## src/rtl/uart_pkg.sv

```systemverilog
// uart_pkg: shared definitions for the UART baud generator.
//   BAUD_SEL_W  - width of a rate selection code
//   NUM_RATES   - number of selectable rates
//   BAUD_RATES  - baud rate per selection code
//   baud_sel_e  - named selection codes
//   baud_div()  - rounded clock divisor for one oversample period
package uart_pkg;

  localparam int BAUD_SEL_W = 3;
  localparam int NUM_RATES  = 8;

  localparam int BAUD_RATES [NUM_RATES] = '{
    2400, 4800, 9600, 19200, 38400, 57600, 115200, 230400
  };

  typedef enum logic [BAUD_SEL_W-1:0] {
    BAUD_2400   = 3'd0,
    BAUD_4800   = 3'd1,
    BAUD_9600   = 3'd2,
    BAUD_19200  = 3'd3,
    BAUD_38400  = 3'd4,
    BAUD_57600  = 3'd5,
    BAUD_115200 = 3'd6,
    BAUD_230400 = 3'd7
  } baud_sel_e;

  // Round-to-nearest integer division: clkHz / (baud * os).
  function automatic int baud_div(input int clkHz, input int baud, input int os);
    int den;
    den = baud * os;
    return (clkHz + den / 2) / den;
  endfunction

endpackage

```

## src/rtl/mod_counter.sv

```systemverilog
// mod_counter: modulo-N up counter with enable and synchronous clear.
//   Clk      - rising-edge clock
//   ResetN   - asynchronous active-low reset
//   en       - advance the count this cycle
//   clr      - force count to 0 (wins over en)
//   modulus  - counts 0..modulus-1 then wraps
//   count    - current count
//   terminal - high in the cycle the counter wraps (en && count == modulus-1)
module mod_counter #(
  parameter int W = 16
) (
  input  logic         Clk,
  input  logic         ResetN,
  input  logic         en,
  input  logic         clr,
  input  logic [W-1:0] modulus,
  output logic [W-1:0] count,
  output logic         terminal
);

  logic atLast;

  assign atLast   = (count == modulus - W'(1));
  assign terminal = en && !clr && atLast;

  always_ff @(posedge Clk or negedge ResetN) begin
    if (!ResetN) begin
      count <= '0;
    end else if (clr) begin
      count <= '0;
    end else if (en) begin
      count <= atLast ? '0 : count + W'(1);
    end
  end

endmodule

```

## src/rtl/uart_baud_gen.sv

```systemverilog
// uart_baud_gen: baud tick generator shared by UART Tx and Rx.
//   Clk        - system clock, rising edge
//   ResetN     - asynchronous active-low reset
//   Enable     - run the generator; low holds counters and outputs cleared
//   Restart    - synchronous re-phase pulse (start-bit alignment)
//   BaudSel    - requested rate code (see uart_pkg::BAUD_RATES)
//   SelActive  - rate code currently in effect
//   OsTick     - one-cycle pulse at baud * OVERSAMPLE
//   MidBitTick - one-cycle pulse at the centre of each bit
//   BitTick    - one-cycle pulse at the end of each bit
//   BaudClk    - 50% duty square wave at the baud rate
module uart_baud_gen
  import uart_pkg::*;
#(
  parameter int CLK_FREQ_HZ = 50_000_000,
  parameter int OVERSAMPLE  = 16,
  parameter int DIV_W       = 16,
  parameter int RESET_SEL   = 2
) (
  input  logic                  Clk,
  input  logic                  ResetN,
  input  logic                  Enable,
  input  logic                  Restart,
  input  logic [BAUD_SEL_W-1:0] BaudSel,
  output logic [BAUD_SEL_W-1:0] SelActive,
  output logic                  OsTick,
  output logic                  MidBitTick,
  output logic                  BitTick,
  output logic                  BaudClk
);

  localparam int OS_W = $clog2(OVERSAMPLE) + 1;

  localparam int DIV_TABLE [NUM_RATES] = '{
    baud_div(CLK_FREQ_HZ, BAUD_RATES[0], OVERSAMPLE),
    baud_div(CLK_FREQ_HZ, BAUD_RATES[1], OVERSAMPLE),
    baud_div(CLK_FREQ_HZ, BAUD_RATES[2], OVERSAMPLE),
    baud_div(CLK_FREQ_HZ, BAUD_RATES[3], OVERSAMPLE),
    baud_div(CLK_FREQ_HZ, BAUD_RATES[4], OVERSAMPLE),
    baud_div(CLK_FREQ_HZ, BAUD_RATES[5], OVERSAMPLE),
    baud_div(CLK_FREQ_HZ, BAUD_RATES[6], OVERSAMPLE),
    baud_div(CLK_FREQ_HZ, BAUD_RATES[7], OVERSAMPLE)
  };

  for (genvar i = 0; i < NUM_RATES; i++) begin : gDivCheck
    if (DIV_TABLE[i] < 2 || DIV_TABLE[i] > (2 ** DIV_W) - 1) begin : gBad
      $error("uart_baud_gen: divisor %0d for rate code %0d out of range", DIV_TABLE[i], i);
    end
  end

  if (OVERSAMPLE < 4 || (OVERSAMPLE % 2) != 0) begin : gOsCheck
    $error("uart_baud_gen: OVERSAMPLE must be even and at least 4");
  end

  logic                  run;
  logic [DIV_W-1:0]      divActive;
  logic [DIV_W-1:0]      divCnt;
  logic                  divTerm;
  logic [OS_W-1:0]       osCnt;
  logic                  osTerm;
  logic                  midWrap;
  logic [BAUD_SEL_W-1:0] selActive;
  logic [BAUD_SEL_W-1:0] selNext;
  logic                  pendValid;
  logic                  pendValidNext;
  logic [BAUD_SEL_W-1:0] pendSel;
  logic [BAUD_SEL_W-1:0] pendSelNext;

  // Disable and Restart share one path: both clear the counters and
  // suppress ticks, so an Enable rise is simply a restart.
  assign run = Enable && !Restart;

  always_comb begin
    divActive = DIV_W'(DIV_TABLE[selActive]);
  end

  // Counter stage: clock divider feeding the oversample counter.
  mod_counter #(.W(DIV_W)) uDivCounter (
    .Clk      (Clk),
    .ResetN   (ResetN),
    .en       (run),
    .clr      (!run),
    .modulus  (divActive),
    .count    (divCnt),
    .terminal (divTerm)
  );

  mod_counter #(.W(OS_W)) uOsCounter (
    .Clk      (Clk),
    .ResetN   (ResetN),
    .en       (divTerm),
    .clr      (!run),
    .modulus  (OS_W'(OVERSAMPLE)),
    .count    (osCnt),
    .terminal (osTerm)
  );

  // osTerm already implies a divider wrap at OsCnt == OVERSAMPLE-1.
  assign midWrap = divTerm && (osCnt == OS_W'(OVERSAMPLE / 2 - 1));

  // Rate selection. A request differing from the active rate waits in
  // Pending and only takes effect on a bit boundary, a restart or while
  // disabled; all three coincide with the divider being at 0, so the
  // divisor never changes mid-period. A request arriving on the boundary
  // cycle itself is queued for the following boundary. Returning BaudSel
  // to the active rate cancels a queued change.
  always_comb begin
    selNext       = selActive;
    pendValidNext = pendValid;
    pendSelNext   = pendSel;
    if (!run) begin
      selNext       = BaudSel;
      pendValidNext = 1'b0;
      pendSelNext   = BaudSel;
    end else begin
      if (osTerm && pendValid) begin
        selNext = pendSel;
      end
      pendValidNext = (BaudSel != selNext);
      pendSelNext   = BaudSel;
    end
  end

  always_ff @(posedge Clk or negedge ResetN) begin
    if (!ResetN) begin
      selActive <= BAUD_SEL_W'(RESET_SEL);
      pendValid <= 1'b0;
      pendSel   <= '0;
    end else begin
      selActive <= selNext;
      pendValid <= pendValidNext;
      pendSel   <= pendSelNext;
    end
  end

  assign SelActive = selActive;

  // Output stage: ticks registered one cycle after the terminal count.
  always_ff @(posedge Clk or negedge ResetN) begin
    if (!ResetN) begin
      OsTick     <= 1'b0;
      MidBitTick <= 1'b0;
      BitTick    <= 1'b0;
      BaudClk    <= 1'b0;
    end else if (!run) begin
      OsTick     <= 1'b0;
      MidBitTick <= 1'b0;
      BitTick    <= 1'b0;
      BaudClk    <= 1'b0;
    end else begin
      OsTick     <= divTerm;
      MidBitTick <= midWrap;
      BitTick    <= osTerm;
      if (midWrap) begin
        BaudClk <= 1'b1;
      end else if (osTerm) begin
        BaudClk <= 1'b0;
      end
    end
  end

  // Counters never pass their terminal value.
  assert property (@(posedge Clk) disable iff (!ResetN) divCnt < divActive);
  assert property (@(posedge Clk) disable iff (!ResetN) osCnt < OS_W'(OVERSAMPLE));

endmodule

```

## config.mk

```make
export PLATFORM = sky130hd
export DESIGN_NAME = uart_baud_gen
export DESIGN_NICKNAME = d
export VERILOG_FILES = /design/src/rtl/uart_pkg.sv /design/src/rtl/mod_counter.sv /design/src/rtl/uart_baud_gen.sv
export SDC_FILE = /design/constraint.sdc
export NUM_CORES = 1
export LEC_CHECK = 0
export CORE_UTILIZATION = 35
export CTS_CLUSTER_DIAMETER = 100
export DETAILED_ROUTE_END_ITERATION = 8
export GPL_TIMING_DRIVEN = 0
export SLEW_MARGIN = 20
export SYNTH_ARGS = -nofsm -noshare
export SYNTH_HDL_FRONTEND = slang
export SYNTH_SLANG_ARGS = --single-unit
```

## constraint.sdc

```tcl
create_clock -name Clk -period 9.3 [get_ports Clk]
set_input_delay 1.86 -clock Clk [delete_from_list [all_inputs] [get_ports Clk]]
set_output_delay 1.86 -clock Clk [all_outputs]
set_load 0.1 [all_outputs]
```

==> results <==
- The detailed-route wire length per cell is 13.16 um.
- Yosys printed 0 warnings.
- Buffers inserted during clock tree synthesis total 5.
- The total wire length after detailed routing is 4.052 mm.
- The tightest hold path in the finished design has a slack of 527.5 ps.
- The final number of hold-violating endpoints is 0.
- The combined buffer and inverter count along the critical path is 1.
- The count of max-cap constraint violations is 0.
- Walking the worst path, the cells encountered are clkdlybuf4s50_1.
- Clock latency on the worst-skew pair, taken at its later pin, is 290 ps.
- For the final routed database, the setup TNS stands at 0 ps.
- The area growth from synthesis to layout is 17.92%.
- The longest clock path from root to sink contains 2 buffers.
- The core footprint is 5205 um2.
- The run finished with clean final reports.
- The worst path needs 3803 ps of the cycle, external delays included.
- The CTS tree is yes.
- The floorplan row count is 26.
- The fraction of the core area covered by cells at the end of the flow is 43.51%.
- During placement, the flow inserted port buffers numbering 13.
- The first routing iteration left 103 violations.
- The most critical setup path has its startpoint at SelActive[1]$_DFF_PN1_.
- The share of the clock period used by the worst path after layout is 40.89%.
- Setup violations remaining at the end of the flow were counted as 0.
- Clock tree synthesis found a total of 32 sinks.
- For this run, the post-layout net count is 249.
- The setup path with the least slack is of type flip-flop to primary output.
- The cell sitting at the root of the clock tree is a clkbuf_8.
- The overall power consumption is 333.0 uW.
- Once the clock tree was built, the setup fixing pass inserted 0 buffers.
- The number of global-route vias before repair is 1619.
- The area of the die is 5787 um2.
- The mean number of vias per cell is 5.211.
- The share of async-settable or async-resettable flops after synthesis is 100.0%.
- On the final layout, the worst clock skew is 7.166 ps.
- The delay of the slowest cell on the worst path is 1120 ps.
- The H-tree was split into 2 levels.
- In this run the mean area of a mapped cell was 8.892 um2.
- The number of pins with negative max-slew slack in the final report was 0.
- The global placer's final weighted congestion is 0.7889.
- The aggregate global-route resource usage is 15.87%.
- The first-pass iteration count of the detailed router is 4.
- The share of the yosys chip area belonging to registers is 41.76%.
- Summed over all nets, the half-perimeter wirelength after detailed placement is 2.951 mm.
- The highest ir drop seen on vdd is 72.55 uV.
- In this run the remaining antenna-violating nets after routing total 0.
- The leakage power total is 0.0009708 uW.
- The number of hold buffers added after cts is 0.
- OpenSTA, run right after detailed placement, puts the worst setup slack at 5170 ps.
- The number of diodes is 0.
- The worst max-slew margin expressed relative to the limit is 35.04%.
- In this run the worst path has a maximum fanout of 2.
- For this design the ratio of total power to cell area is 147.0 nW/um2.
- Post-CTS repair changed the size of 0 cells.
- The startpoint identified for the worst register-to-register timing path is SelActive[0]$_DFF_PN0_.
- 14 I/O pins were placed.
- Entering global routing, the biggest net connects 27 pins.
- The initial antenna violation count is 0.
- The post-synthesis instance area is 1921 um2.
- The data arrival time of the critical path is 1940 ps.
- The routed layout has 1605 vias.
- The most used flip-flop cell after synthesis is dfrtp_1.
- The achievable frequency is 263.0 MHz.
- The beginning of the worst hold path is BaudClk$_DFFE_PN0P_.
- After clock tree synthesis, the clock-pin slew on the worst setup and hold paths is 70 ps.
- The tightest min-delay check is of the flip-flop to flip-flop type.
- Global routing finished with a remaining overflow of 0.
- Yosys mapped a number of flops with a built-in enable equal to 0.
- The cell class contributing the biggest share of worst-path delay is buffers and inverters.
- The transition at the pin with the smallest max-transition slack is 971.3 ps.
- The initial standard-cell utilization of the core is 36.90%.
- Counting flops and latches in the post-synthesis netlist gives 32.
- The share of post-route cells with drive strength above 1 is 10.08%.
- The first global-routing pass estimated 7.389 mm of wire.
- The final critical-path setup slack is 5497 ps.
- The endpoint class of the critical path is a primary output.
- The critical path launch point type is a flip-flop.
- The die span in y is 76.08 um.
- The required time of the critical path is 7440 ps.
- The library cell contributing the largest single delay on the critical path is clkdlybuf4s50_1.
- Counting every net in the synthesized netlist gives 228.
- Setup repair after global routing left no endpoint under its margin.
- In the routed design, unresolved DRC markers number 0.
- The floorplan step set the die width to 76.08 um.
- Synthesis instantiated 51 different standard cells from the library.
- The gate count after technology mapping is 216.
[power breakdown]
group          internal (uW)  switching, uW  total (uW)  leakage [uW]
Clock                   79.2           55.1         134     0.0000541
Sequential               142           2.06         144      0.000431
Combinational           19.6           35.1        54.7      0.000486
Total                    241           92.3         333      0.000971
[final timing paths]
kind                                              endpoint  slack [ps]  cells past startpoint
max                                           SelActive[1]        5500                      1
min                                    BaudClk$_DFFE_PN0P_         530                      2
max reg2reg                uDivCounter.count[12]$_DFF_PN0_        5670                     14
min reg2reg                            BaudClk$_DFFE_PN0P_         530                      2
max in group asynchronous           SelActive[1]$_DFF_PN1_        7440                      2
min in group asynchronous  uDivCounter.count[13]$_DFF_PN0_        1400                      1
[cell usage in the layout (no fill, tap or decap), drive strengths merged, types with 2 or more instances in the layout]
cell type / Yosys / final
nand4: 4 / 4
or4: 2 / 2
clkdlybuf4s50: 0 / 12
a32oi: 2 / 2
xor2: 13 / 13
nor2b: 3 / 3
nand3: 15 / 15
and3: 7 / 7
nor3: 4 / 4
o211a: 2 / 2
a21oi: 7 / 7
ha: 5 / 5
mux2i: 3 / 3
nand2b: 3 / 3
a211oi: 2 / 2
nor2: 32 / 32
nand2: 17 / 17
clkbuf: 5 / 10
inv: 5 / 5
o211ai: 3 / 3
o21ai: 9 / 9
and2: 2 / 2
dfrtp: 31 / 31
or2: 2 / 2
buf: 6 / 8
or3: 4 / 4
nor4: 4 / 4
xnor2: 6 / 6
[worst min-delay path: stages, from the launching register on]
cell and delay [ps]:
dfrtp_1 350, a21oi_1 60, nor2_1 80
[routing by layer]
layer / wire, um / vias to the layer above / track usage (%) / part of all wire [%]
met2: 1748 / 29 / 23.27 / 43
met4: 77 / 0 / 7.500 / 1.9
met1: 2075 / 761 / 22.16 / 51
met5: 0 / - / 0 / 0
li1: - / 808 / - / -
met3: 151 / 7 / 3.473 / 3.7
[cells in the mapped netlist, types with 2 or more instances]
cell      instances  area, um2
xnor2_1           6      52.55
nand2b_1          3      18.77
dfrtp_1          31      775.7
mux2i_1           3      30.03
buf_2             5      25.02
ha_1              5      62.56
xor2_1           13      113.9
o211ai_1          3      22.52
a32oi_1           2      17.52
o211a_1           2      20.02
clkbuf_1          5      18.77
nand3_1          15      75.07
nand2_1          17      63.81
nand4_1           4      25.02
nor2b_1           3      18.77
a21oi_1           7      35.03
nor3_1            4      20.02
and2_1            2      12.51
inv_1             5      18.77
nor4_1            4      25.02
o21ai_0           9      45.04
nor2_1           32      120.1
or3_1             3      18.77
and3_1            6      37.54
[kinds of logic after synthesis]
| kind of cell | Yosys count | synth area share (%) |
|---|---|---|
| AOI/OAI and AO/OA | 36 | 13.10 |
| xor gates and xnor gates | 19 | 8.665 |
| adders and majority gates | 5 | 3.257 |
| buffers and inverters | 16 | 3.648 |
| DFF | 32 | 41.76 |
| muxes | 3 | 1.564 |
| and+or+nand+nor | 105 | 28.01 |
[registers in the layout, summed over array words and instances (netlist names)]
register / count
BaudClk: 1
pendValid: 1
SelActive: 3
pendSel: 3
uOsCounter.count: 5
MidBitTick: 1
uDivCounter.count: 16
OsTick: 1
BitTick: 1
[area by class of cell]
type | count | area [um2]
fillers | 557 | 2940
multi-input cells | 168 | 1049
flip-flops and latches | 32 | 802.0
repair buffers | 14 | 145.1
well taps | 70 | 87.58
clock buffers | 5 | 68.82
plain buffers | 11 | 51.30
clock inverters | 3 | 42.54
inverters | 5 | 18.77
[through the flow]
stage          instances  area (um2)
6_report             308        2265
5_1_grt              308        2265
2_1_floorplan        216        1921
4_1_cts              308        2265
3_5_place_dp         300        2153
3_3_place_gp         299        2138
No activity file was read; power rests on OpenSTA's default activity.
